**config.mk**
```make
export PLATFORM = sky130hd
export DESIGN_NAME = hvsync_gen_flat
export DESIGN_NICKNAME = d
export VERILOG_FILES = /design/src/rtl/hvsync_pkg.sv /design/src/rtl/hvsync_if.sv /design/src/rtl/hvsync_axis.sv /design/src/rtl/hvsync_gen.sv /design/src/flat_wrapper.sv
export SDC_FILE = /design/constraint.sdc
export NUM_CORES = 1
export LEC_CHECK = 0
export ABC_AREA = 1
export BUFFER_PORTS_ARGS = -buffer_cell sky130_fd_sc_hd__buf_2
export CORE_MARGIN = 2
export CORE_UTILIZATION = 61
export DETAILED_ROUTE_END_ITERATION = 7
export PLACE_DENSITY = 0.85
export SYNTH_ARGS = -nofsm -noshare
export SYNTH_HDL_FRONTEND = slang
export SYNTH_SLANG_ARGS = --single-unit
export TNS_END_PERCENT = 30
```
**constraint.sdc**
```tcl
create_clock -name clk -period 3.3 [get_ports clk]
set_input_delay 0.165 -clock clk [delete_from_list [all_inputs] [get_ports clk]]
set_output_delay 0.165 -clock clk [all_outputs]
set_load 0.02 [all_outputs]
```
**src/rtl/hvsync_pkg.sv**
```systemverilog
// Raster timing constants and coordinate type for the 800x480 panel generator.
// Latency: n/a (constants only).
// Backpressure: n/a.
package hvsync_pkg;

    // Default panel timing, in pixel clocks (horizontal) and lines (vertical)
    localparam int DEF_H_ACTIVE = 800;
    localparam int DEF_H_FRONT  = 210;
    localparam int DEF_H_SYNC   = 30;
    localparam int DEF_H_BACK   = 16;
    localparam int DEF_V_ACTIVE = 480;
    localparam int DEF_V_FRONT  = 22;
    localparam int DEF_V_SYNC   = 13;
    localparam int DEF_V_BACK   = 10;

    // Derived default geometry
    localparam int H_TOTAL      = DEF_H_ACTIVE + DEF_H_FRONT + DEF_H_SYNC + DEF_H_BACK;
    localparam int V_TOTAL      = DEF_V_ACTIVE + DEF_V_FRONT + DEF_V_SYNC + DEF_V_BACK;
    localparam int H_SYNC_START = DEF_H_ACTIVE + DEF_H_FRONT;
    localparam int H_SYNC_END   = H_SYNC_START + DEF_H_SYNC - 1;
    localparam int V_SYNC_START = DEF_V_ACTIVE + DEF_V_FRONT;
    localparam int V_SYNC_END   = V_SYNC_START + DEF_V_SYNC - 1;

    // Screen coordinates are 12-bit unsigned
    localparam int COORD_W = 12;
    typedef logic [COORD_W-1:0] coord_t;

    // A timing set is usable when every interval is non-empty and the
    // whole period fits the coordinate width
    function automatic bit timing_ok(input int act, input int front,
                                     input int sync, input int back);
        return (act > 0) && (front > 0) && (sync > 0) && (back > 0) &&
               ((act + front + sync + back) <= (1 << COORD_W));
    endfunction

endpackage

```
**src/rtl/hvsync_if.sv**
```systemverilog
// Video timing bundle: pixel coordinates, syncs and data enable (frame_start with HVSYNC_FRAME_PULSE_EN).
// Latency: n/a (wires only).
// Backpressure: none; the raster free-runs and consumers must keep up.
interface hvsync_if;
    import hvsync_pkg::*;

    coord_t hpos;
    coord_t vpos;
    logic   hsync;
    logic   vsync;
    logic   data_enable;
`ifdef HVSYNC_FRAME_PULSE_EN
    logic   frame_start;
`endif

`ifdef HVSYNC_FRAME_PULSE_EN
    modport master (output hpos, vpos, hsync, vsync, data_enable, frame_start);
    modport slave  (input  hpos, vpos, hsync, vsync, data_enable, frame_start);
`else
    modport master (output hpos, vpos, hsync, vsync, data_enable);
    modport slave  (input  hpos, vpos, hsync, vsync, data_enable);
`endif

endinterface

```
**src/rtl/hvsync_axis.sv**
```systemverilog
// One raster axis: modulo counter with enable, wrap flag and next-state active/sync decode.
// Latency: pos registered; wrap and *_nxt are combinational from the current count.
// Backpressure: none; advances whenever en is high.
module hvsync_axis
    import hvsync_pkg::*;
#(
    parameter int ACTIVE = DEF_H_ACTIVE,
    parameter int FRONT  = DEF_H_FRONT,
    parameter int SYNC   = DEF_H_SYNC,
    parameter int BACK   = DEF_H_BACK
) (
    input  logic   clk,
    input  logic   reset,
    input  logic   en,
    output coord_t pos,
    output logic   wrap,
    output logic   active_nxt,
    output logic   sync_nxt
);

    localparam int     TOTAL      = ACTIVE + FRONT + SYNC + BACK;
    localparam coord_t LAST       = coord_t'(TOTAL - 1);
    localparam coord_t ACT_END    = coord_t'(ACTIVE);
    localparam coord_t SYNC_FIRST = coord_t'(ACTIVE + FRONT);
    localparam coord_t SYNC_LAST  = coord_t'(ACTIVE + FRONT + SYNC - 1);

    if (!timing_ok(ACTIVE, FRONT, SYNC, BACK)) begin : g_bad_timing
        $error("hvsync_axis: zero-length interval or period exceeds 12-bit coordinates");
    end

    coord_t pos_nxt;

    // Wrap flag tells the next axis that this one rolls over on the coming edge
    assign wrap = en && (pos == LAST);

    // Next count: hold, increment, or roll back to 0 after the last position
    always_comb begin
        pos_nxt = pos;
        if (en) begin
            pos_nxt = (pos == LAST) ? '0 : pos + coord_t'(1);
        end
    end

    // Region decode on the next count so registered flags line up with pos
    assign active_nxt = (pos_nxt < ACT_END);
    assign sync_nxt   = (pos_nxt >= SYNC_FIRST) && (pos_nxt <= SYNC_LAST);

    // Counter parks at the last position in reset so the first free edge lands on 0
    always_ff @(posedge clk) begin
        if (reset) begin
            pos <= LAST;
        end else begin
            pos <= pos_nxt;
        end
    end

endmodule

```
**src/rtl/hvsync_gen.sv**
```systemverilog
// Raster timing generator for the 800x480 panel: hpos/vpos, HSYNC, VSYNC, data enable; optional frame_start via HVSYNC_FRAME_PULSE_EN.
// Latency: all outputs registered and mutually aligned to the same coordinate.
// Backpressure: none; free-runs one pixel per clk.
module hvsync_gen
    import hvsync_pkg::*;
#(
    parameter int H_ACTIVE        = DEF_H_ACTIVE,
    parameter int H_FRONT         = DEF_H_FRONT,
    parameter int H_SYNC          = DEF_H_SYNC,
    parameter int H_BACK          = DEF_H_BACK,
    parameter int V_ACTIVE        = DEF_V_ACTIVE,
    parameter int V_FRONT         = DEF_V_FRONT,
    parameter int V_SYNC          = DEF_V_SYNC,
    parameter int V_BACK          = DEF_V_BACK,
    parameter int SYNC_ACTIVE_LOW = 1
) (
    input  logic     clk,
    input  logic     reset,
    hvsync_if.master vid
);

    // Level a sync line sits at when not asserted
    localparam logic SYNC_IDLE = (SYNC_ACTIVE_LOW != 0);

    coord_t h_pos;
    coord_t v_pos;
    logic   h_wrap;
    logic   v_wrap;
    logic   h_active_nxt;
    logic   v_active_nxt;
    logic   h_sync_nxt;
    logic   v_sync_nxt;

    hvsync_axis #(
        .ACTIVE (H_ACTIVE),
        .FRONT  (H_FRONT),
        .SYNC   (H_SYNC),
        .BACK   (H_BACK)
    ) u_h_axis (
        .clk        (clk),
        .reset      (reset),
        .en         (1'b1),
        .pos        (h_pos),
        .wrap       (h_wrap),
        .active_nxt (h_active_nxt),
        .sync_nxt   (h_sync_nxt)
    );

    hvsync_axis #(
        .ACTIVE (V_ACTIVE),
        .FRONT  (V_FRONT),
        .SYNC   (V_SYNC),
        .BACK   (V_BACK)
    ) u_v_axis (
        .clk        (clk),
        .reset      (reset),
        .en         (h_wrap),
        .pos        (v_pos),
        .wrap       (v_wrap),
        .active_nxt (v_active_nxt),
        .sync_nxt   (v_sync_nxt)
    );

    assign vid.hpos = h_pos;
    assign vid.vpos = v_pos;

    // Syncs and enable registered from next-state decode so they match hpos/vpos
    always_ff @(posedge clk) begin
        if (reset) begin
            vid.hsync       <= SYNC_IDLE;
            vid.vsync       <= SYNC_IDLE;
            vid.data_enable <= 1'b0;
        end else begin
            vid.hsync       <= h_sync_nxt ? ~SYNC_IDLE : SYNC_IDLE;
            vid.vsync       <= v_sync_nxt ? ~SYNC_IDLE : SYNC_IDLE;
            vid.data_enable <= h_active_nxt && v_active_nxt;
        end
    end

`ifdef HVSYNC_FRAME_PULSE_EN
    // Both axes rolling over together means the next coordinate is (0,0)
    always_ff @(posedge clk) begin
        if (reset) begin
            vid.frame_start <= 1'b0;
        end else begin
            vid.frame_start <= h_wrap && v_wrap;
        end
    end
`else
    logic unused_v_wrap;
    assign unused_v_wrap = v_wrap;
`endif

endmodule

```
**src/flat_wrapper.sv**
```systemverilog
// flat-port wrapper written by rule: the top's interface ports become plain ports
module hvsync_gen_flat import hvsync_pkg::*;
#(
    parameter int H_ACTIVE        = DEF_H_ACTIVE,
    parameter int H_FRONT         = DEF_H_FRONT,
    parameter int H_SYNC          = DEF_H_SYNC,
    parameter int H_BACK          = DEF_H_BACK,
    parameter int V_ACTIVE        = DEF_V_ACTIVE,
    parameter int V_FRONT         = DEF_V_FRONT,
    parameter int V_SYNC          = DEF_V_SYNC,
    parameter int V_BACK          = DEF_V_BACK,
    parameter int SYNC_ACTIVE_LOW = 1
)
  (clk, reset, vid_hpos, vid_vpos, vid_hsync, vid_vsync, vid_data_enable);
  hvsync_if vid_i ();
  input  logic clk;
  input  logic reset;
  output wire logic [$bits(vid_i.hpos)-1:0] vid_hpos;
  output wire logic [$bits(vid_i.vpos)-1:0] vid_vpos;
  output wire logic [$bits(vid_i.hsync)-1:0] vid_hsync;
  output wire logic [$bits(vid_i.vsync)-1:0] vid_vsync;
  output wire logic [$bits(vid_i.data_enable)-1:0] vid_data_enable;
  assign vid_hpos = vid_i.hpos;
  assign vid_vpos = vid_i.vpos;
  assign vid_hsync = vid_i.hsync;
  assign vid_vsync = vid_i.vsync;
  assign vid_data_enable = vid_i.data_enable;
  hvsync_gen #(.H_ACTIVE(H_ACTIVE), .H_FRONT(H_FRONT), .H_SYNC(H_SYNC), .H_BACK(H_BACK), .V_ACTIVE(V_ACTIVE), .V_FRONT(V_FRONT), .V_SYNC(V_SYNC), .V_BACK(V_BACK), .SYNC_ACTIVE_LOW(SYNC_ACTIVE_LOW)) u_core (.clk(clk), .reset(reset), .vid(vid_i));
endmodule
```
==> results.sh <==
export IMPL_grt_util_all_layers=0.256
export IMPL_ant_nets=0
export IMPL_clk_pin_slew_ns=0.14
export IMPL_viasPerCell=5.33
export IMPL_drt_met1_wl_mm=1.89
export IMPL_rsz0062_at_grt="no"
export IMPL_netlist_area_sq_um=1860
export IMPL_cts_sinks=27
export IMPL_remaining_drc_errors=0
export IMPL_fmax_mhz=489
export IMPL_layout_drive_gt1_share=0.195
export IMPL_routedWlPerCell_um=11.8
export IMPL_place_gp_congestion=0.889
export IMPL_fillers=287
export IMPL_cp_max_fo=13
export IMPL_rows=20
export IMPL_io_pins=29
export IMPL_fin_crit_ns=2.05
export IMPL_cp_start_kind="flop"
export IMPL_drt_wl_total_mm=4.21
export IMPL_cts_tree="done"
export IMPL_final_common_cell="nand2_1"
export IMPL_grt_pass1_wl_mm=6.98
export IMPL_cts_setup_buffers=0
export IMPL_critPathKind="reg2reg"
export IMPL_fin_tns_setup_ns=0
export IMPL_ctsRootBufferMaster="clkbuf_4"
export IMPL_nets=330
export IMPL_dieHeight_um=59.2
export IMPL_die_w_um=59.2
export IMPL_coreArea_sq_um=2980
export IMPL_crit_arrival_ns=2.28
export IMPL_fin_ws_ns=1.25
export IMPL_syn_nets=303
export IMPL_clk_path_buf_depth=2
export IMPL_p_per_area_nw_per_um2=768
export IMPL_routed_top_layer="met4"
export IMPL_dp_hpwl_mm=3.23
export IMPL_synth_enable_flop_cells=0
export IMPL_drt_iter0_markers=107
export IMPL_fin_worst_skew_ns=0.00579
export IMPL_crit_required_ns=3.53
export IMPL_p_leak_nw=1.01
export IMPL_seq_area_frac_synth=0.291
export IMPL_finalHoldViolations=0
export IMPL_slew_viol_final=0
export IMPL_postSynthCellCount=297
export IMPL_synth_async_sr_flop_share=0
export IMPL_holdBufCountCts=0
export IMPL_die_area_sq_um=3500
export IMPL_antenna_found_initial=0
export IMPL_min_delay_path_class="in2reg"
export IMPL_tightest_slew_ns=0.386
export IMPL_initial_core_util=0.624
export IMPL_outcome="finished, final reports clean"
export IMPL_routed_wl_met3_um=158
export IMPL_ys_flop_type="dfxtp_1"
export IMPL_clkLatencyLatePin_ns=0.33
export IMPL_maxCapViolCount=0
export IMPL_port_buffers=28
export IMPL_grt_pass1_vias=1663
export IMPL_layout_common_cells="nand2_1, nor2_1, nand3_1"
export IMPL_cts_resized=0
export IMPL_areaGrowthSynthToFinish_pct=8.89
export IMPL_ctsHtreeMaxLevel=1
export IMPL_n_antenna_cell=0
export IMPL_cts_buffers=3
export IMPL_synth_distinct_cells=32
export IMPL_met2WireLength_mm=2.10
export IMPL_relSlewSlack=0.743
export IMPL_first_pass_iters=4
export IMPL_grt_start_max_net_pins=16
export IMPL_synth_seq_cells=27
export IMPL_finalSetupViolCount=0
export IMPL_num_vias=1897
export IMPL_end_kind="flop"
export IMPL_yosys_warnings=0
export IMPL_period_share=0.620
export IMPL_peakVddDrop_mv=0.509
export IMPL_syn_area_per_cell_sq_um=6.26
export IMPL_overflow=0
export IMPL_dp_slack_ns=1.30
==> metal layers <==
metal  vias up  track usage
met5         -            0
met4         0       0.0909
met3         7       0.0240
met2        44        0.454
met1       861        0.319
li1        985            -
==> synth_stat cells, types with 3 or more instances <==
master | count | area [sq um]
inv_1 | 30 | 113
nor2_2 | 5 | 31.3
o21bai_1 | 3 | 22.5
nor2_4 | 5 | 56.3
nand4_1 | 8 | 50.1
xor2_1 | 4 | 35.0
ha_1 | 4 | 50.1
o21ai_0 | 5 | 25.0
dfxtp_1 | 27 | 541
inv_2 | 7 | 26.3
nor2_1 | 46 | 173
nand2_2 | 8 | 50.1
o21ai_2 | 3 | 26.3
nand2_1 | 86 | 323
nand3_1 | 32 | 160
==> power breakdown <==
group	internal, mW	leakage [nW]	switching, mW
logic	0.295	0.776	0.605
clock network	0.0474	0.0150	0.0974
registers	0.399	0.220	0.110
==> sequential cells by signal, indices dropped and copies added, names as in the netlist <==
register                flops
u_core.u_h_axis.pos        12
u_core.vid.vsync            1
u_core.vid.hsync            1
u_core.u_v_axis.pos        12
u_core.vid.data_enable      1
==> worst max-delay path, stage by stage (launching register included) <==
cell      delay [ns]
dfxtp_1         0.47
ha_1            0.27
nand3_4         0.13
clkinv_4        0.10
nand3_2         0.28
o21ai_1         0.31
inv_1           0.08
nor2_1          0.12
nand3_1         0.09
nand2_1         0.07
nor2_1          0.03
==> stage by stage <==
stage               instance area (sq um)  hold WS, ns  total power, mW  cells   util
floorplan                            1860        0.234             1.23    297      -
global placement                     2000        0.527             1.39    352  0.671
detailed placement                   2000        0.535             1.41    352  0.671
finish                               2020        0.183             1.55    356  0.679
global route                         2020        0.199             1.68    356  0.679
CTS                                  2020        0.191             1.55    356  0.679
==> worst paths after layout <==
check                    startpoint                endpoint  slack [ns]  cells after the start
min reg2reg  u_core.u_v_axis.pos[1]  u_core.u_v_axis.pos[1]        0.57                      2
max          u_core.u_h_axis.pos[0]  u_core.vid.data_enable        1.25                     10
max reg2reg  u_core.u_h_axis.pos[0]  u_core.vid.data_enable        1.25                     10
min                           reset  u_core.u_v_axis.pos[5]        0.18                      2
==> final cells by class <==
class / count / area, sq um / share of cell area
repair buffers: 28 / 140 / 0.0693
clock buffers: 4 / 26.3 / 0.0130
inverters: 38 / 148 / 0.0730
flip-flops and latches: 27 / 541 / 0.267
well taps: 33 / 41.3 / 0.0204
multi-input cells: 226 / 1130 / 0.557
==> kinds of logic after synthesis <==
kind of cell / Yosys count / share of synthesized area
xor+xnor: 6 / 0.0283
fa+ha+maj: 4 / 0.0269
flops: 27 / 0.291
simple gates: 200 / 0.498
compound gates: 16 / 0.0539
buf+inv: 44 / 0.102
Power figures use the tool's default switching activity.
